$ cat src/rtl/ripple_cnt_monitor.sv
`default_nettype none
// ============================================================================
// Module      : ripple_cnt_monitor
// Description : Synchronous consumer for an asynchronous ripple up-counter.
//               Double-flop synchronizes the raw count and waits until it has
//               been stable long enough before accepting it. Each accepted
//               step is then checked for wrap-around and for skipped counts,
//               and added to a saturating event total.
// Revision    : 1.0 - initial release
// ============================================================================
module ripple_cnt_monitor #(
  parameter int WIDTH         = 4,
  parameter int STABLE_CYCLES = 2,
  parameter int EVT_W         = 16
) (
  input  logic             clk,
  input  logic             rst,
  input  logic             en,
  input  logic             err_clr,
  input  logic [WIDTH-1:0] cnt_in,
  output logic [WIDTH-1:0] stable_cnt,
  output logic             cnt_valid,
  output logic             wrap_pulse,
  output logic             skip_err,
  output logic [EVT_W-1:0] total_events
);

  // The sum is wide enough to hold either operand plus a carry, so saturation
  // can be detected by a plain compare against the accumulator maximum.
  localparam int              c_SW        = ((EVT_W > WIDTH) ? EVT_W : WIDTH) + 1;
  localparam logic [3:0]      c_STABLE    = 4'(STABLE_CYCLES);
  localparam logic [3:0]      c_STABLE_M1 = 4'(STABLE_CYCLES - 1);
  localparam logic [c_SW-1:0] c_EVT_MAX   = {{(c_SW-EVT_W){1'b0}}, {EVT_W{1'b1}}};
  localparam logic [WIDTH-1:0] c_ONE      = {{(WIDTH-1){1'b0}}, 1'b1};
  localparam logic [WIDTH-1:0] c_ONES     = {WIDTH{1'b1}};

  typedef enum logic [1:0] {
    S_IDLE    = 2'd0,
    S_ACQUIRE = 2'd1,
    S_TRACK   = 2'd2
  } state_t;

  state_t           r_state;
  logic [WIDTH-1:0] r_sync1;
  logic [WIDTH-1:0] r_sync2;
  logic [WIDTH-1:0] r_cand;
  logic [3:0]       r_run;
  logic [WIDTH-1:0] r_stable_cnt;
  logic             r_cnt_valid;
  logic             r_wrap_pulse;
  logic             r_skip_err;
  logic [EVT_W-1:0] r_total_events;

  logic             w_match;
  logic             w_accept;
  logic [WIDTH-1:0] w_step;
  logic [c_SW-1:0]  w_sum;
  logic [EVT_W-1:0] w_total_next;
  logic             w_wrap;
  logic             w_skip;

  // A value is accepted on the edge its run of matching samples first
  // reaches the required length; later matches only hold the saturated run.
  assign w_match  = (r_sync2 == r_cand);
  assign w_accept = en && (r_state != S_IDLE) && w_match && (r_run == c_STABLE_M1);
  assign w_step   = r_sync2 - r_stable_cnt;
  assign w_sum    = {{(c_SW-EVT_W){1'b0}}, r_total_events} + {{(c_SW-WIDTH){1'b0}}, w_step};
  assign w_total_next = (w_sum > c_EVT_MAX) ? {EVT_W{1'b1}} : w_sum[EVT_W-1:0];
  assign w_wrap   = (r_stable_cnt == c_ONES) && (r_sync2 == '0);
  assign w_skip   = (w_step > c_ONE);

  // Two-flop synchronizer plus the previous-sample register used for matching.
  always_ff @(posedge clk or posedge rst) begin
    if (rst) begin
      r_sync1 <= '0;
      r_sync2 <= '0;
      r_cand  <= '0;
    end else begin
      r_sync1 <= cnt_in;
      r_sync2 <= r_sync1;
      r_cand  <= r_sync2;
    end
  end

  // Control FSM: stability run counter, acceptance and step evaluation.
  always_ff @(posedge clk or posedge rst) begin
    if (rst) begin
      r_state        <= S_IDLE;
      r_run          <= '0;
      r_stable_cnt   <= '0;
      r_cnt_valid    <= 1'b0;
      r_wrap_pulse   <= 1'b0;
      r_skip_err     <= 1'b0;
      r_total_events <= '0;
    end else begin
      r_cnt_valid  <= 1'b0;
      r_wrap_pulse <= 1'b0;
      // A clear is overridden below when a new skip lands on the same edge.
      if (err_clr) begin
        r_skip_err <= 1'b0;
      end
      if (!en) begin
        r_state <= S_IDLE;
        r_run   <= '0;
      end else begin
        case (r_state)
          S_IDLE: begin
            r_state <= S_ACQUIRE;
            r_run   <= '0;
          end
          S_ACQUIRE, S_TRACK: begin
            if (!w_match) begin
              r_run <= '0;
            end else if (r_run != c_STABLE) begin
              r_run <= r_run + 4'd1;
            end
            if (w_accept) begin
              if (r_state == S_ACQUIRE) begin
                // First value of a session is taken as the reference only.
                r_stable_cnt <= r_sync2;
                r_cnt_valid  <= 1'b1;
                r_state      <= S_TRACK;
              end else if (w_step != '0) begin
                r_stable_cnt   <= r_sync2;
                r_cnt_valid    <= 1'b1;
                r_wrap_pulse   <= w_wrap;
                r_total_events <= w_total_next;
                if (w_skip) begin
                  r_skip_err <= 1'b1;
                end
              end
            end
          end
          default: begin
            r_state <= S_IDLE;
            r_run   <= '0;
          end
        endcase
      end
    end
  end

  assign stable_cnt   = r_stable_cnt;
  assign cnt_valid    = r_cnt_valid;
  assign wrap_pulse   = r_wrap_pulse;
  assign skip_err     = r_skip_err;
  assign total_events = r_total_events;

endmodule
`default_nettype wire

$ cat config.mk
export PLATFORM = sky130hd
export DESIGN_NAME = ripple_cnt_monitor
export DESIGN_NICKNAME = d
export VERILOG_FILES = /design/src/rtl/ripple_cnt_monitor.sv
export SDC_FILE = /design/constraint.sdc
export NUM_CORES = 1
export LEC_CHECK = 0
export ABC_AREA = 1
export BUFFER_PORTS_ARGS = -buffer_cell sky130_fd_sc_hd__buf_2
export CAP_MARGIN = 5
export CORE_MARGIN = 2
export CORE_UTILIZATION = 40
export CTS_BUF_LIST = sky130_fd_sc_hd__clkbuf_4
export CTS_CLUSTER_DIAMETER = 30
export CTS_CLUSTER_SIZE = 20
export DETAILED_ROUTE_END_ITERATION = 16
export SYNTH_ARGS = -nofsm -noshare
export SYNTH_HDL_FRONTEND = slang
export SYNTH_SLANG_ARGS = --single-unit
$ cat constraint.sdc
create_clock -name clk -period 2.45 [get_ports clk]
set_input_delay 0.245 -clock clk [delete_from_list [all_inputs] [get_ports clk]]
set_output_delay 0.245 -clock clk [all_outputs]
set_load 0.02 [all_outputs]
# [After elaboration in Yosys (flattened, before gate mapping)]
# Cells that the tools add are included.
[totals] ramBits=0 memories=0 latch_bits=0 mem_bits_ro=0 ff_bits=41
[classes] n_mul=0 bitwise=1 shift=0 div=0 mux=28 n_eq_ne=9 addsub=3 n_lt_le_gt_ge=2 n_reduce_logical=13
[op_table] op="two-way mux 4 bit" count=6
[op_table] op="adder 16 x 4 -> 17 bit" count=1
[op_table] op="> comparator 17 x 16 -> 1 bit, second input constant" count=1
[op_table] op="two-way mux 1 bit" count=17
[op_table] op="two-way mux 16 bit" count=1
[op_table] op="two-way mux 2 bit" count=3
[op_table] op="!= test 3 bit, second input constant" count=2
[op_table] op="AND reduction 5 bit" count=1
[op_table] op="adder 4 x 1 -> 4 bit, second input constant" count=1
[op_table] op="== test 4 x 1 -> 1 bit, second input constant" count=1
[op_table] op="== test 4 bit" count=1
[op_table] op="== test 4 bit, second input constant" count=1
[op_table] op="> comparator 4 x 1 -> 1 bit, second input constant" count=1
[op_table] op="logical AND 1 bit" count=4
[op_table] op="logical NOT 4 bit" count=1
[op_table] op="!= test 4 x 2 -> 1 bit, second input constant" count=1
[op_table] op="!= test 4 bit, second input constant" count=1
[op_table] op="one-hot mux 2 bit (2 select lines)" count=1
[op_table] op="AND reduction 4 bit" count=1
[op_table] op="nonzero test 2 bit" count=2
[op_table] op="nonzero test 4 bit" count=1
[op_table] op="subtractor 4 bit" count=1
[op_table] op="== test 2 x 1 -> 1 bit, second input constant" count=1
[op_table] op="== test 2 bit, second input constant" count=1
[op_table] op="4 further kinds" count=4

# [Depth between registers and ports, before layout]
# Gate-level depths: netlist of run 1.
[depth] ltp_word=8 depth_mapped=19 depth_no_buf=19

# [Worst setup path before layout of run 1]
# No wires, ideal clock.
[synth_path] path_kind="register -> register" start="register r_stable_cnt[0], in the netlist stable_cnt[0]" end="register r_total_events[13], in the netlist total_events[13]" required_time_ns=2.385 arrival_ns=2.603 path_stages_with_launch=14 n_path_buf=1 path_slack_ns=-0.219 path_cell_list="dfrtp_1 ha_1 inv_1 fa_1 xnor2_1 inv_1 ha_1 nand2_1 o21ai_2 nand3_2 buf_2 nand2_1 nand2_1 nand2_1"
[synth_between] elab_chain_len=4
[synth_rtl] item="start, declared" line_no="48" source="logic [WIDTH-1:0] r_stable_cnt;"
[synth_rtl] item="start signal, assigned" line_no="120" source="r_stable_cnt <= r_sync2;"
[synth_rtl] item="start signal, assigned" line_no="124" source="r_stable_cnt <= r_sync2;"
[synth_rtl] item="subtractor 4 bit *" line_no="66" source="assign w_step = r_sync2 - r_stable_cnt;"
[synth_rtl] item="adder 16 x 4 -> 17 bit" line_no="67" source="assign w_sum = {{(c_SW-EVT_W){1'b0}}, r_total_events} + {{(c_SW-WIDTH){1'b0}}, w_step};"
[synth_rtl] item="> comparator 17 x 16 -> 1 bit" line_no="68" source="assign w_total_next = (w_sum > c_EVT_MAX) ? {EVT_W{1'b1}} : w_sum[EVT_W-1:0];"
[synth_rtl] item="two-way mux 16 bit" line_no="68"
[synth_rtl] item="end signal, assigned" line_no="127" source="r_total_events <= w_total_next;"
[synth_rtl] item="end, declared" line_no="52" source="logic [EVT_W-1:0] r_total_events;"
# Every way passes the cells marked *; elsewhere a longest branch is shown, timed or not.
# A chain may end at the register's enable or synchronous reset.

# [Worst setup path in the final report of run 1]
[layout_path] start="register r_sync2[0]" end="register r_total_events[5], in the netlist total_events[5]"
[layout_between] elab_chain_len=4
[layout_rtl] item="start, declared" line_no="45" source="logic [WIDTH-1:0] r_sync2;"
[layout_rtl] item="start signal, assigned" line_no="80" source="r_sync2 <= r_sync1;"
[layout_rtl] item="subtractor 4 bit or == test 4 bit (tied branches)" line_no="66, 64"
[layout_rtl] item="adder 16 x 4 -> 17 bit or logical AND 1 bit (tied branches)" line_no="67, 65"
[layout_rtl] item="> comparator 17 x 16 -> 1 bit or logical AND 1 bit (tied branches)" line_no="68, 65"
[layout_rtl] item="two-way mux 16 bit or AND reduction 5 bit (tied branches)"
# Several ways; a longest one is shown, not always the timed one.

==> impl_results.md, run 1 <==
- Run status: finished, final reports clean
- Avg WL per Cell: approximately 11 um
- FMAX: around 420 MHz
- Place WS: -28.1 ps
- Lkg Pwr: about 1.8 nW
- Critical path endpoint category: flop
- Largest net degree at the start of global routing: 42
- Initial antenna violation count: 0
- Pre-antenna DRT Iters: 4
- Core box area: about 6000 um2
- Critical path peak fanout: 5
- Overall routed net length: 5.38 mm
- Final worst slack: 59.9 ps
- Least-Margin Pin Slew: between 500 and 600 ps
- Reg2reg start: r_sync2[0]
- Layout filler cell count: between 500 and 600
- Post-synthesis sequential area ratio: about two fifths
- FP Rows: 28
- Finished Cell Area: approximately 3200 um2
- Max cap viols: 0
- Worst R2R Path Depth: 16
- Nets: around 420
- Hold Path Stages: 2
- Endpoint, Worst Hold: skip_err
- Pwr/cell area: approximately 380 nW/um2
- Fin crit period: roughly 2400 ps
- Post-synth top flop: dfrtp_1
- Synth cell count leaders: 136 x nand2_1, 41 x dfrtp_1, 41 x inv_1, 25 x nand3_1, 16 x nor2_1
- H-tree lvl count: 2
- CTS Buffer Depth: 2
- Fin. Hold Viols: 0
- Area after DPL: ~3000 um2
- Clk sink count: between 40 and 50
- Worst reg-to-reg setup slack: 60 ps
- Hold Crit Class: in2reg
- Synth area leader: dfrtp_1
- Layout area overhead: 26.8%
- VDD IR-drop max: about 0.23 mV
- Vias in the first global route: around 2,000
- Ys Warns: 0
- Worst slew margin: about two thirds
- Gp weighted congestion: ~0.8
- Setup TNS: 0 ps
- Root buffer cell: clkbuf_4
- Yosys reg bits: 41
- Syn_area_per_cell: 7.64 um2
- Crit path launch type: flop
- Reg clk slew, reported paths: between 100 and 150 ps
- Number of flops mapped to enable cells by yosys: 0
- RSZ-0062 raised after global routing: yes
- DIE WIDTH: between 80 and 90 um
- Die H: roughly 84 um
- Hold Startpoint: err_clr
- Slew Viols, Final: 0
- Count leader, synth: nand2_1
- Worst-skew pair later-pin latency: about 360 ps
- Ratio of cells with drive above 1 in the final layout: about 30%
- Die ar.: between 6000 and 7000 um2
- Critical path class: reg2reg
- Post-Syn Nets: roughly 350
- # DRC: 0
- Final setup skew: approximately 17 ps
- Global route total overflow: 0
- Asr flop ratio synth: between 90% and 100%
- Antenna Nets Post-Route: 0
- Worst-case hold slack: ~51 ps
- Routed vias: 2,212
- Starting DRC count in detailed routing: 99
- Detailed Place HPWL: around 3.9 mm
- Num CTS Buffers: 5
- Total global-route track usage: approximately 16%
- CP max-delay cell: dfrtp_1
- Starting density of the core: between 40% and 50%
- TritonCTS clock tree: done
- # diodes: 0
- Post-synthesis cell area: between 2000 and 3000 um2
- Critical-path cell list: inv_2 -> ha_4 -> inv_2 -> fa_2 -> xnor2_2 -> inv_2 -> ha_4 -> buf_6 -> nand2_2 -> nand2_2 -> nand2_2 -> nand3_4 -> xnor2_2 -> nand2_1 -> nand2_1 -> nand2_1
- CP peak stage delay: about 410 ps
- Cell count after synthesis: roughly 330
- Fin crit share: around 98%
- FF-to-FF End: total_events[5]
- First-pass GRT wire length: about 9 mm
- Area share of the largest cell type after synthesis: 40.6%
- Distinct cells, synth: 30
- Ports: 31
- Crit path DAT: between 2000 and 3000 ps
- Setup violators final: 0
- Worst Path Required: between 2000 and 3000 ps
- Largest cells by area after synthesis: dfrtp_1 41%, nand2_1 20%, inv_1 6.1%
- DR vias/cell: between 4 and 5
- Overall power: between 1 and 1.5 mW
- # port buffers: 30
## metal layers
layer	GRT usage [%]	part of all wire, %
met1	21.1	47
met2	26.7	48
met3	3.07	4.3
met4	5.13	1.3
met5	0	0
## layout make-up
type / count / area (um2) / area share (%)
Inverter: 45 / 169 / 5.27
Clock buffer: 5 / 37.5 / 1.17
Multi-Input combinational cell: 241 / 1440 / 44.8
Tap cell: 75 / 93.8 / 2.93
Sequential cell: 41 / 1030 / 32.1
Timing Repair Buffer: 63 / 414 / 12.9
Clock inverter: 3 / 25.0 / 0.780
## critical path: cells and delay by family, from the launching register on
kind          cells  cell delay, ps
xor+xnor          2             380
fa+ha+maj         3             720
buf+inv           4             310
flops             1             410
simple gates      7             500
## power breakdown
| group | internal [mW] | leakage, nW | switching [mW] |
|---|---|---|---|
| combinational | 0.0646 | 1.18 | 0.0815 |
| sequential | 0.690 | 0.539 | 0.00956 |
| clock | 0.117 | 0.0318 | 0.245 |
## registers in the layout, indices dropped and copies added, names as in the netlist
| name | cells |
|---|---|
| cnt_valid | 1 |
| r_cand | 4 |
| r_run | 4 |
| r_state | 2 |
| r_sync1 | 4 |
| r_sync2 | 4 |
| skip_err | 1 |
| stable_cnt | 4 |
| total_events | 16 |
| wrap_pulse | 1 |
## what timing repair did
action	CTS	global route
buffers inserted	0	4
resized for setup	3	24
pin swaps	1	11
endpoints found under the setup margin	5	16
hold endpoints to repair	38	0
hold buffers	5	0
## cell usage in the layout (no fill, tap or decap), types with 2 or more instances in the layout
cell type and n:
clkbuf_4 5, a21oi_1 2, nand3b_1 3, xnor2_2 3, ha_4 3, a21oi_2 2, fa_2 2, buf_4 27
xnor2_1 5, nor2_1 15, inv_2 8, buf_2 30, nand2_2 10, nor2_4 2, o21ai_0 2, nor2_2 3
dfrtp_1 38, xor2_1 5, inv_1 36, nand3_4 4, nand2_1 130, dlygate4sd3_1 5, ha_1 9, dfrtp_2 3
nand3_1 19, nand3_2 7, nand4_1 6
## logic make-up (layout without fill, tap and decap cells)
family          after synthesis  count (layout)  share of synthesized area (%)
fa+ha+maj                    14              14                           7.52
compound gates                9               9                           2.13
xor+xnor                     13              13                           4.50
buf+inv                      49             116                           7.96
flops                        41              41                           40.6
simple gates                205             205                           37.3
## metrics by stage
| step | cells | util [%] |
|---|---|---|
| after floorplan | 331 | - |
| after global placement | 456 | 49.0 |
| after detailed placement | 456 | 49.0 |
| after CTS | 469 | 51.2 |
| after global routing | 473 | 53.2 |
| final | 473 | 53.2 |
## worst max path at each step
| stage | startpoint | cells after the start | end | slack, ps |
|---|---|---|---|---|
| floorplan | stable_cnt[2] | 14 | total_events[13] | 10 |
| global placement | r_sync2[0] | 14 | total_events[10] | -4 |
| CTS | r_sync2[0] | 15 | total_events[10] | -7 |
| global route | r_sync2[0] | 18 | total_events[15] | -140 |
| finish | r_sync2[0] | 16 | total_events[5] | 60 |
| detailed placement | r_sync2[0] | 14 | total_events[10] | -30 |
(Power assumes the default switching activity.)
==> inputs of run 2 (changes only) <==
--- a/config.mk
+++ b/config.mk
@@ -8,6 +8,7 @@
 export ABC_AREA = 1
 export BUFFER_PORTS_ARGS = -buffer_cell sky130_fd_sc_hd__buf_2
 export CAP_MARGIN = 5
+export CORE_ASPECT_RATIO = 0.9
 export CORE_MARGIN = 2
 export CORE_UTILIZATION = 40
 export CTS_BUF_LIST = sky130_fd_sc_hd__clkbuf_4
==> run 2 against run 1 <==
Routed wire length is 5.1% higher. Global-route usage is 1.1 points higher. Sequential share of layout area is 0.46 points higher. Power is 3.3% lower. Critical path depth is 2 lower. Flip-flop and latch count stayed put. Sequential power hardly changed. First-iteration DRC count is 21% lower. Non-clock buffer count is 8 lower. Critical endpoint is now total_events[4].
==> impl_results.md, run 2 (same netlist as run 1, synthesis figures left out) <==
- Run status: finished, final reports clean
- Critical path class: reg2reg
- Max cap viols: 0
- CP max-delay cell: dfrtp_1
- Worst-skew pair later-pin latency: approximately 350 ps
- RSZ-0062 raised after global routing: yes
- Final setup skew: approximately 12 ps
- Die ar.: 6980 um2
- Area after DPL: roughly 2900 um2
- Die H: ~79 um
- Crit path launch type: flop
- Critical path peak fanout: 7
- Lkg Pwr: between 1.5 and 2 nW
- Reg2reg start: r_sync2[0]
- Pre-antenna DRT Iters: 5
- Gp weighted congestion: 0.828
- Routed vias: 2,175
- CTS Buffer Depth: 2
- Critical-path cell list: inv_2 -> ha_4 -> inv_2 -> fa_2 -> xnor2_2 -> inv_2 -> ha_4 -> nand2_4 -> o21ai_4 -> nand3_4 -> buf_6 -> nand2_1 -> nand2_1 -> nand2_1
- Starting density of the core: around two fifths
- Crit path max-delay family: adder cells
- Clk sink count: 41
- Hold Startpoint: err_clr
- DIE WIDTH: just under 90 um
- Global route total overflow: 0
- Vias in the first global route: 2,058
- Wire length on met1: 2.99 mm
- Finished Cell Area: 3160 um2
- Largest net degree at the start of global routing: 22
- TritonCTS clock tree: done
- Hold Path Stages: 2
- Fin crit share: 98.6%
- Cells after DPL: between 400 and 500
- FF-to-FF End: total_events[4]
- DR top layer: met4
- FP Rows: 27
- Worst R2R Path Depth: 14
- Root buffer cell: clkbuf_4
- Ports: 31
- Fin crit period: 2410 ps
- Layout filler cell count: approximately 610
- Worst Path Required: about 2800 ps
- Final std cells w/o fill: 477
- Avg WL per Cell: about 12 um
- Crit path DAT: around 2700 ps
- Num CTS Buffers: 5
- Slew Viols, Final: 0
- Critical path endpoint category: flop
- First-pass GRT wire length: 9.35 mm
- Starting DRC count in detailed routing: slightly below 80
- Met3 routed wirelength: roughly 240 um
- Least-Margin Pin Slew: 835 ps
- Reg clk slew, reported paths: roughly 130 ps
- Ratio of cells with drive above 1 in the final layout: between 20% and 30%
- VDD IR-drop max: 0.215 mV
- Met2 wire len: roughly 2.4 mm
- Nets: 411
- Core box area: between 6000 and 7000 um2
- Total global-route track usage: between 15 and 20%
- Worst slew margin: between 40% and 50%
- WP buf/inv: 4
- Pwr/cell area: 370 nW/um2
- Fin. Hold Viols: 0
- Hold Crit Class: in2reg
- Layout area overhead: 24.8%
- # port buffers: 30
- FMAX: 414 MHz
- Detailed Place HPWL: approximately 4 mm
- Worst reg-to-reg setup slack: approximately 35 ps
- Endpoint, Worst Hold: skip_err
- Most common cell after layout, fill and taps aside: nand2_1
- Most frequent cells in the layout: 127 x nand2_1, 39 x dfrtp_1, 36 x inv_1, 30 x buf_2, 21 x nand3_1
- Setup violators final: 0
- # diodes: 0
- Initial antenna violation count: 0
- # DRC: 0
- DR vias/cell: 4.56
- Max reg flops: 16
- Overall routed net length: ~5.7 mm
- CP peak stage delay: 420 ps
- Antenna Nets Post-Route: 0
- H-tree lvl count: 2
## run 2: final cells by class
type                            instances  area (um2)  share of cell area, %
Clock inverter                          3        12.5                  0.396
Clock buffer                            5        37.5                   1.19
Timing Repair Buffer                   55         362                   11.5
Tap cell                               87         109                   3.45
Multi-Input combinational cell        241        1440                   45.6
Inverter                               45         169                   5.35
Sequential cell                        41        1030                   32.6
## run 2: through the flow
step	worst slack, ps	util, %	setup TNS [ps]	power [mW]	hold slack (ps)
2_1_floorplan	10.6	-	0	0.799	276
3_3_place_gp	-77.5	47.4	-248	0.839	333
3_5_place_dp	-100	47.4	-356	0.843	336
4_1_cts	2.52	49.2	0	1.17	0.400
5_1_grt	-124	51.6	-1410	1.23	43.3
6_report	35.2	51.6	0	1.17	69.3
## run 2: worst max path at each step
| stage | startpoint | end | slack, ps | depth (start not counted) |
|---|---|---|---|---|
| 4_1_cts | r_sync2[0] | total_events[12] | 3 | 14 |
| 3_5_place_dp | r_sync2[0] | total_events[12] | -100 | 14 |
| 2_1_floorplan | stable_cnt[2] | total_events[13] | 10 | 14 |
| 3_3_place_gp | r_sync2[0] | total_events[12] | -80 | 14 |
| 6_report | r_sync2[0] | total_events[4] | 40 | 14 |
| 5_1_grt | r_sync2[0] | total_events[10] | -120 | 15 |
## run 2: repair_timing
item,CTS,global route
endpoints found under the hold margin,23,1
pin swaps,3,17
hold buffers,4,1
gates resized for setup,3,28
setup buffers,1,3
endpoints found under the setup margin,4,16
gates cloned,0,1
## run 2: report_power, final
| group | leakage, nW | internal [mW] | switching (mW) |
|---|---|---|---|
| Clock | 0.0300 | 0.104 | 0.218 |
| Sequential | 0.540 | 0.690 | 0.0100 |
| Combinational | 1.15 | 0.0618 | 0.0842 |
## run 2: per-layer routing
layer | track usage, % | vias up
li1 | - | 1143
met1 | 25.2 | 991
met2 | 25.5 | 37
met3 | 3.62 | 4
met4 | 4.77 | 0
met5 | 0 | -
